## src/rtl/pipe_ctrl_pkg.sv

```systemverilog
// Shared definitions for the pipeline control slice: bus widths, stall bit
// indices, controller state encoding and the stall-mask helper.
package pipe_ctrl_pkg;

    localparam int unsigned STALL_W   = 6;
    localparam int unsigned STALL_PC  = 0;
    localparam int unsigned STALL_IF  = 1;
    localparam int unsigned STALL_ID  = 2;
    localparam int unsigned STALL_EX  = 3;
    localparam int unsigned STALL_MEM = 4;
    localparam int unsigned STALL_WB  = 5;

    localparam int unsigned REG_W  = 32;
    localparam int unsigned ADDR_W = 32;
    localparam int unsigned WDOG_W = 16;

    typedef logic [STALL_W-1:0] stall_bus_t;
    typedef logic [REG_W-1:0]   reg_bus_t;
    typedef logic [ADDR_W-1:0]  addr_bus_t;

    typedef enum logic {
        ST_IDLE,
        ST_BR_WAIT
    } ctrl_state_t;

    // Contiguous low-order mask with bits [top:0] set.
    function automatic stall_bus_t stall_fill(input int unsigned top);
        stall_bus_t m;
        m = '0;
        for (int unsigned i = 0; i < STALL_W; i++) begin
            m[i] = (i <= top);
        end
        return m;
    endfunction

endpackage

```

## src/rtl/pipe_ctrl_if.sv

```systemverilog
// Pipeline-to-controller bundle: per-stage stall requests and EX branch
// resolution in, stall bus / flush / PC redirect / hang flag out.
interface pipe_ctrl_if;
    import pipe_ctrl_pkg::*;

    logic       stallreq_if;
    logic       stallreq_id;
    logic       stallreq_ex;
    logic       stallreq_mem;
    logic       branch_taken_i;
    addr_bus_t  branch_target_i;

    stall_bus_t stall;
    logic       flush_o;
    logic       pc_redirect_o;
    addr_bus_t  pc_target_o;
    logic       hang_o;

    modport master (
        output stallreq_if, stallreq_id, stallreq_ex, stallreq_mem,
               branch_taken_i, branch_target_i,
        input  stall, flush_o, pc_redirect_o, pc_target_o, hang_o
    );

    modport slave (
        input  stallreq_if, stallreq_id, stallreq_ex, stallreq_mem,
               branch_taken_i, branch_target_i,
        output stall, flush_o, pc_redirect_o, pc_target_o, hang_o
    );

endinterface

```

## src/rtl/pipe_ctrl_stall_watchdog.sv

```systemverilog
// Counts consecutive stalled cycles (saturating) and raises a registered
// hang flag once the run reaches HANG_LIMIT.
module stall_watchdog
    import pipe_ctrl_pkg::*;
#(
    parameter int unsigned HANG_LIMIT = 1024
) (
    input  logic clock,
    input  logic reset,
    input  logic stall_any,
    output logic hang_o
);

    logic [WDOG_W-1:0] count;
    logic [WDOG_W-1:0] count_nxt;

    always_comb begin
        count_nxt = count;
        if (!stall_any) begin
            count_nxt = '0;
        end else if (count != '1) begin
            count_nxt = count + WDOG_W'(1);
        end
    end

    // Compare against the next count so hang_o and the counter move together.
    always_ff @(posedge clock) begin
        if (reset) begin
            count  <= '0;
            hang_o <= 1'b0;
        end else begin
            count  <= count_nxt;
            hang_o <= (32'(count_nxt) >= HANG_LIMIT);
        end
    end

endmodule

```

## src/rtl/pipe_ctrl.sv

```systemverilog
// Pipeline hazard controller: priority stall mask, branch redirect FSM with
// fetch-wait handling, and stall watchdog.
module pipe_ctrl
    import pipe_ctrl_pkg::*;
#(
    parameter int unsigned HANG_LIMIT = 1024
) (
    input  logic        clock,
    input  logic        reset,
    pipe_ctrl_if.slave  bus
);

    stall_bus_t  stall_mask;
    logic        accept;
    ctrl_state_t state;
    addr_bus_t   pend_target;
    logic        flush_q;
    logic        redirect_q;
    addr_bus_t   target_q;
    logic        hang_q;

    // Highest requesting stage freezes itself and everything upstream.
    always_comb begin
        stall_mask = '0;
        if (bus.stallreq_mem) begin
            stall_mask = stall_fill(STALL_MEM);
        end else if (bus.stallreq_ex) begin
            stall_mask = stall_fill(STALL_EX);
        end else if (bus.stallreq_id) begin
            stall_mask = stall_fill(STALL_ID);
        end else if (bus.stallreq_if) begin
            stall_mask = stall_fill(STALL_IF);
        end
    end

    // A branch seen while EX is held will be replayed, so ignore it now.
    assign accept = bus.branch_taken_i & ~stall_mask[STALL_EX];

    always_ff @(posedge clock) begin
        if (reset) begin
            state       <= ST_IDLE;
            pend_target <= '0;
            flush_q     <= 1'b0;
            redirect_q  <= 1'b0;
            target_q    <= '0;
        end else begin
            flush_q    <= 1'b0;
            redirect_q <= 1'b0;
            case (state)
                ST_IDLE: begin
                    if (accept) begin
                        flush_q <= 1'b1;
                        if (!bus.stallreq_if) begin
                            redirect_q <= 1'b1;
                            target_q   <= bus.branch_target_i;
                        end else begin
                            pend_target <= bus.branch_target_i;
                            state       <= ST_BR_WAIT;
                        end
                    end
                end
                ST_BR_WAIT: begin
                    // Newest accepted branch supersedes the held target.
                    flush_q <= 1'b1;
                    if (!bus.stallreq_if) begin
                        redirect_q <= 1'b1;
                        target_q   <= accept ? bus.branch_target_i : pend_target;
                        state      <= ST_IDLE;
                    end else if (accept) begin
                        pend_target <= bus.branch_target_i;
                    end
                end
                default: begin
                    state <= ST_IDLE;
                end
            endcase
        end
    end

    stall_watchdog #(
        .HANG_LIMIT(HANG_LIMIT)
    ) u_watchdog (
        .clock     (clock),
        .reset     (reset),
        .stall_any (|stall_mask),
        .hang_o    (hang_q)
    );

    assign bus.stall         = stall_mask;
    assign bus.flush_o       = flush_q;
    assign bus.pc_redirect_o = redirect_q;
    assign bus.pc_target_o   = target_q;
    assign bus.hang_o        = hang_q;

endmodule

```

## src/flat_wrapper.sv

```systemverilog
// flat-port wrapper written by rule: the top's interface ports become plain ports
module pipe_ctrl_flat import pipe_ctrl_pkg::*;
#(
    parameter int unsigned HANG_LIMIT = 1024
)
  (clock, reset, bus_stallreq_if, bus_stallreq_id, bus_stallreq_ex, bus_stallreq_mem, bus_branch_taken_i, bus_branch_target_i, bus_stall, bus_flush_o, bus_pc_redirect_o, bus_pc_target_o, bus_hang_o);
  pipe_ctrl_if bus_i ();
  input  logic clock;
  input  logic reset;
  input wire logic [$bits(bus_i.stallreq_if)-1:0] bus_stallreq_if;
  input wire logic [$bits(bus_i.stallreq_id)-1:0] bus_stallreq_id;
  input wire logic [$bits(bus_i.stallreq_ex)-1:0] bus_stallreq_ex;
  input wire logic [$bits(bus_i.stallreq_mem)-1:0] bus_stallreq_mem;
  input wire logic [$bits(bus_i.branch_taken_i)-1:0] bus_branch_taken_i;
  input wire logic [$bits(bus_i.branch_target_i)-1:0] bus_branch_target_i;
  output wire logic [$bits(bus_i.stall)-1:0] bus_stall;
  output wire logic [$bits(bus_i.flush_o)-1:0] bus_flush_o;
  output wire logic [$bits(bus_i.pc_redirect_o)-1:0] bus_pc_redirect_o;
  output wire logic [$bits(bus_i.pc_target_o)-1:0] bus_pc_target_o;
  output wire logic [$bits(bus_i.hang_o)-1:0] bus_hang_o;
  assign bus_i.stallreq_if = bus_stallreq_if;
  assign bus_i.stallreq_id = bus_stallreq_id;
  assign bus_i.stallreq_ex = bus_stallreq_ex;
  assign bus_i.stallreq_mem = bus_stallreq_mem;
  assign bus_i.branch_taken_i = bus_branch_taken_i;
  assign bus_i.branch_target_i = bus_branch_target_i;
  assign bus_stall = bus_i.stall;
  assign bus_flush_o = bus_i.flush_o;
  assign bus_pc_redirect_o = bus_i.pc_redirect_o;
  assign bus_pc_target_o = bus_i.pc_target_o;
  assign bus_hang_o = bus_i.hang_o;
  pipe_ctrl #(.HANG_LIMIT(HANG_LIMIT)) u_core (.clock(clock), .reset(reset), .bus(bus_i));
endmodule
```

## config.mk

```make
export PLATFORM = sky130hd
export DESIGN_NAME = pipe_ctrl_flat
export DESIGN_NICKNAME = d
export VERILOG_FILES = /design/src/rtl/pipe_ctrl_pkg.sv /design/src/rtl/pipe_ctrl_if.sv /design/src/rtl/pipe_ctrl_stall_watchdog.sv /design/src/rtl/pipe_ctrl.sv /design/src/flat_wrapper.sv
export SDC_FILE = /design/constraint.sdc
export NUM_CORES = 1
export LEC_CHECK = 0
export ABC_AREA = 1
export BUFFER_PORTS_ARGS = -buffer_cell sky130_fd_sc_hd__buf_2
export CAP_MARGIN = 5
export CORE_ASPECT_RATIO = 1.25
export CORE_UTILIZATION = 41
export CTS_CLUSTER_DIAMETER = 30
export DETAILED_ROUTE_END_ITERATION = 12
export PLACE_DENSITY_LB_ADDON = 0.05
export SYNTH_ARGS = -nofsm -noshare
export SYNTH_HDL_FRONTEND = slang
export SYNTH_SLANG_ARGS = --single-unit
```

## constraint.sdc

```tcl
create_clock -name clock -period 4.2 [get_ports clock]
set_input_delay 1.05 -clock clock [delete_from_list [all_inputs] [get_ports clock]]
set_output_delay 1.05 -clock clock [all_outputs]
set_load 0.005 [all_outputs]
```

==> results of run 1 <==
## placed cells by master, fill, tap and decap left out, drive strengths merged, types with 2 or more instances in the layout
cell type / count
dfxtp: 84
buf: 79
a21oi: 71
o21ai: 71
nand2: 35
mux2i: 32
nor2: 28
inv: 26
nand3: 12
clkbuf: 10
nand4: 8
xnor2: 5
clkinv: 5
nand3b: 2
## metrics by stage
| stage | hold WS (ns) | power, mW | setup WS (ns) | instances |
|---|---|---|---|---|
| 2_1_floorplan | 0.455 | 0.936 | 1.73 | 405 |
| 4_1_cts | 0.502 | 1.53 | 1.62 | 569 |
| 3_5_place_dp | 0.487 | 0.985 | 1.42 | 554 |
| 3_3_place_gp | 0.485 | 0.982 | 1.46 | 554 |
| 6_report | 0.496 | 1.51 | 1.62 | 569 |
| 5_1_grt | 0.518 | 1.59 | 1.55 | 569 |
## worst max-delay path: stages
cell and delay [ns]:
buf_2 0.11, inv_2 0.06, nand4_1 0.14, buf_2 0.16
## flip-flops by register name, indices dropped and copies added, names as in the netlist
register	count
u_core.bus.flush_o	1
u_core.u_watchdog.hang_o	1
u_core.bus.pc_target_o	32
u_core.state	1
u_core.bus.pc_redirect_o	1
u_core.pend_target	32
u_core.u_watchdog.count	16
## layer usage
metal  vias to the layer above  wire length (µm)  global-route usage
li1                       1517                 -                   -
met1                      1340              3430               0.211
met2                        52              3710               0.292
met3                        12               349              0.0516
met4                         0               137              0.0751
met5                         -                 0                   0
## layout make-up
type | instances | area [µm²]
Clock inverter | 5 | 53.8
Inverter | 27 | 104
Timing Repair Buffer | 79 | 398
Clock buffer | 10 | 128
Tap cell | 95 | 119
Fill cell | 800 | 3970
Multi-Input combinational cell | 269 | 1520
Sequential cell | 84 | 1680
## cells by family (layout without fill, tap and decap cells)
group / count (synthesis) / in the layout / synth area share
AO/OA/AOI/OAI: 144 / 144 / 0.211
AND/OR/NAND/NOR: 85 / 85 / 0.118
flip-flops: 84 / 84 / 0.490
multiplexers: 32 / 32 / 0.0933
other: 1 / 1 / 0.00109
XOR/XNOR: 6 / 6 / 0.0153
buffers and inverters: 52 / 121 / 0.0681
adder cells (fa/ha/maj): 1 / 1 / 0.00364
## path summary, 6_finish.rpt
path | to | slack [ns] | cells after the start
min | u_core.bus.flush_o$_SDFF_PP0_ | 0.50 | 2
max reg2reg | u_core.bus.pc_target_o[5]$_SDFFE_PP0P_ | 2.51 | 6
max | bus_stall[1] | 1.62 | 4
min reg2reg | u_core.bus.flush_o$_SDFF_PP0_ | 0.50 | 2
## report_power, final
| group | leakage (nW) | switching [mW] | internal, mW | total [mW] |
|---|---|---|---|---|
| logic | 1.23 | 0.0680 | 0.0525 | 0.120 |
| registers | 0.683 | 0.0158 | 0.828 | 0.844 |
| clock network | 0.0959 | 0.279 | 0.270 | 0.549 |
| total | 2.01 | 0.363 | 1.15 | 1.51 |
==> flow_summary.ini, run 1 <==
[grt]
grt_pass1_wl_um = 12400
grt_start_max_net_pins = 65
globalRoute.totalOverflow = 0
grt_usage = 0.176
antenna_found_initial = 0
first_global_vias = 2676

[yosys]
syn-num-nets = 445
synth_edf_count = 0
yosysMostFrequentCell = dfxtp_1
synth_cell_types = 28
netlist_instances = 405
async_flop_share = 0
synth_top_cells_by_count = 84 x dfxtp_1, 71 x a21oi_1, 65 x o21ai_0
yosysWarnings = 0
yosys_most_used_dff = dfxtp_1
synth_top_area_cell = dfxtp_1
synth_area_um2 = 3430
synth_top_area_frac = 0.490
synth.yosys.seq_area_share = 0.490
yosys-top-cells-area = dfxtp_1 49%, a21oi_1 10%, o21ai_0 9.5%
syn_area_per_cell_um2 = 8.48
ys_ff_latch = 84

[sta]
setup_violations = 0
tightest_slew_ns = 1.04
rsz0062_at_grt = no
maxSlewViolCount = 0
setup_tns_ns = 0
fin_crit_ns = 2.58
finalHoldViolCount = 0
fin_skew_ns = 0.00936
fin_crit_sh = 0.613
fmax_ghz = 0.388
max_slew_margin = 0.304

[worst_setup_path]
cp.arrival_ns = 1.53
crit_type = in2out
cp_data_required_time_ns = 3.15
cp-start-kind = input port
crit_start = bus_stallreq_mem
reg2reg_from = u_core.state$_SDFF_PP0_
critPathMaxFanout = 4
worstSetupEndpointType = output port

[min_path]
hold_start = u_core.state$_SDFF_PP0_
hp-class = reg2reg

[pwr]
powerDensity_nw_per_um2 = 378
leakage_nw = 2.01
vdd_drop_max_uv = 224

[placement]
gp_congestion = 0.831
io_buffer_count = 78
dpl_cell_area_um2 = 3820
hpwl_um = 5050

[route]
antenna_left = 0
wl_per_cell_um = 13.4
vias = 2921
totalWireLength_um = 7630
vias_per_cell = 5.13
dr.first_iter.drc_count = 201
firstDrtPassIters = 8
drc_errors = 4

[clocking]
htree_levels = 3
clk_transition_reported_paths_ns = 0.08
cts_buffer_depth = 2
cts_buffers = 9
cts_tree = built
cts_root_buf = clkbuf_8
clock_sinks = 84
cts_hold_buf = 0
cts_setup_buffers = 0
post_cts_resized = 0
clk_latency_ns = 0.35

[floorplan]
die_area_um2 = 8750
die_h_um = 104
die-width_um = 83.9
row_count = 36
start_util = 0.431
ios = 80
core_area_um2 = 7970

[finish]
synthToLayoutAreaGrowth_pct = 16.5
final_core_util = 0.502
nets = 510
layout-drive-gt1-share = 0.234
stdcell_area_um2 = 4000
antenna_cells = 0

[outcome]
violations = DRC
status = complete, but fails checks

[flow_run]
drv_cap = 0
(Power assumes the default switching activity.)
==> inputs of run 2 (changes only) <==
==> constraint.sdc (replaced) <==
create_clock -name clock -period 2.3 [get_ports clock]
set_input_delay 0.575 -clock clock [delete_from_list [all_inputs] [get_ports clock]]
set_output_delay 0.575 -clock clock [all_outputs]
set_load 0.005 [all_outputs]
==> run 2 against run 1 <==
The run still ends with DRC left. Cell count rose by 0.70%. Worst hold slack got worse by 0.061 ns. Via count did not move. Clock skew rose by 0.0069 ns. Critical path type is now reg2reg. Wire length rose by 0.22%. Sequential cell count did not move. Combinational power rose by 90%. Clock-buffer cell count rose by 1. Sequential share of layout area fell by 1.1 points. Critical path depth rose by 6. Die area did not move.
==> flow_summary.ini, run 2 (synthesized netlist as in run 1, its figures left out) <==
[outcome]
status = complete, but fails checks
violations = DRC

[sta]
fin_crit_ns = 1.67
max_slew_margin = 0.645
tightest_slew_ns = 0.532
maxSlewViolCount = 0
setup_violations = 0
rsz0062_at_grt = no
fin_crit_sh = 0.727
fmax_ghz = 0.598
setup_tns_ns = 0
finalHoldViolCount = 0
fin_skew_ns = 0.0162
fin_hold_ws_ns = 0.434

[floorplan]
die_area_um2 = 8750
die_h_um = 104
start_util = 0.431
die-width_um = 83.9
core_area_um2 = 7970
row_count = 36
ios = 80

[route]
firstDrtPassIters = 8
vias_per_cell = 5.10
dr.first_iter.drc_count = 124
vias = 2921
antenna_left = 0
wl_per_cell_um = 13.3
drc_errors = 3
totalWireLength_um = 7650

[flow_run]
drv_cap = 0

[finish]
final_cell_mix = 84 x dfxtp_1, 78 x buf_2, 71 x a21oi_1, 65 x o21ai_0
multi_input_area_um2 = 1520
layout-drive-gt1-share = 0.238
nFillCells = 795
final_core_util = 0.516
synthToLayoutAreaGrowth_pct = 19.8
regArea_um2 = 1680
layout.cells.non_filler = 573
nets = 513
antenna_cells = 0
mostFrequentLayoutCell = dfxtp_1

[worst_setup_path]
cp_data_required_time_ns = 2.53
worstSetupEndpointType = flip-flop
crit_cells = 10
r2r_cells = 10
crit_family = simple AND/OR/NAND/NOR gates
reg2reg_slack_ns = 0.63
crit_path_cell_trace = ha_1, nand3_2, inv_2, nand2_2, inv_4, nand3b_4, nand3_1, inv_2, o21ai_0, a21oi_1
crit_path_frequent_cell = inv_2
slowest_delay_ns = 0.39
critPathBufInv = 3
crit_slowest_cell = dfxtp_1
crit_type = reg2reg
critPathMaxFanout = 4
cp-start-kind = flip-flop
crit_start = u_core.u_watchdog.count[0]$_SDFF_PP0_
cp.arrival_ns = 1.90
regToRegEndpoint = u_core.u_watchdog.count[7]$_SDFF_PP0_
crit_end = u_core.u_watchdog.count[7]$_SDFF_PP0_
reg2reg_from = u_core.u_watchdog.count[0]$_SDFF_PP0_

[clocking]
clk_latency_ns = 0.35
clk_transition_reported_paths_ns = 0.08
cts_buffer_depth = 2
cts_buffers = 9
cts_root_buf = clkbuf_8
cts_hold_buf = 0
clock_sinks = 84
post_cts_resized = 0
cts_tree = built
cts_setup_buffers = 0
htree_levels = 3

[pwr]
switching_power_mw = 0.661
p_clk_frac = 0.409
powerDensity_nw_per_um2 = 728
pwr-share-comb = 0.076
switching_share = 0.221
intPower_mw = 2.33
sequentialPowerShare = 0.515
leakage_nw = 2.06
vdd_drop_max_uv = 342

[grt]
grt_start_max_net_pins = 65
first_global_vias = 2810
grt_pass1_wl_um = 12700
antenna_found_initial = 0
grt_usage = 0.180
globalRoute.totalOverflow = 0

[placement]
hpwl_um = 5190
io_buffer_count = 78
dp_cells = 557
gp_congestion = 0.837

[min_path]
holdPathStages = 2
hp-class = in2reg
run 2: cell count changes in the layout (fill, tap and decap cells not counted), sizes merged:
cell,change
bufinv,+2
buf,+3
clkinv,-2
clkbuf,+1
run 2: power by group through the flow:
| stage | combinational [mW] | sequential (mW) | clock (mW) |
|---|---|---|---|
| floorplan | 0.136 | 1.57 | 0 |
| global placement | 0.225 | 1.58 | 0 |
| detailed placement | 0.230 | 1.58 | 0 |
| CTS | 0.231 | 1.54 | 1.26 |
| global route | 0.259 | 1.55 | 1.32 |
| finish | 0.228 | 1.54 | 1.22 |
run 2: how the worst min path moves through the flow:
| stage | startpoint | end | slack, ns |
|---|---|---|---|
| 2_1_floorplan | u_core.u_watchdog.count[7]$_SDFF_PP0_ | u_core.u_watchdog.count[7]$_SDFF_PP0_ | 0.46 |
| 3_3_place_gp | u_core.u_watchdog.count[7]$_SDFF_PP0_ | u_core.u_watchdog.count[7]$_SDFF_PP0_ | 0.48 |
| 3_5_place_dp | u_core.state$_SDFF_PP0_ | u_core.bus.flush_o$_SDFF_PP0_ | 0.48 |
| 4_1_cts | reset | u_core.state$_SDFF_PP0_ | 0.41 |
| 5_1_grt | reset | u_core.state$_SDFF_PP0_ | 0.42 |
| 6_report | reset | u_core.bus.pc_redirect_o$_SDFF_PP0_ | 0.43 |
run 2: metal layers:
layer	wire (µm)	track usage	vias to the layer above
li1	-	-	1528
met1	3360	0.212	1326
met2	3720	0.295	49
met3	364	0.0548	18
met4	210	0.0874	0
met5	0	0	-
run 2: per-stage QoR:
stage | cell area (µm²) | total power, mW | setup slack [ns]
after floorplan | 3430 | 1.71 | 0.784
after global placement | 3880 | 1.80 | 0.444
after detailed placement | 3880 | 1.81 | 0.402
after CTS | 4110 | 3.03 | 0.646
after global routing | 4110 | 3.13 | 0.484
final | 4110 | 2.99 | 0.629
run 2: final cells by class:
cell class                 count  area share
tap                           95      0.0289
sequential                    84       0.409
clock inverter                 5      0.0243
inverter                      27      0.0253
clock buffer                  11      0.0320
timing repair buffer          82       0.111
multi-input combinational    269       0.369
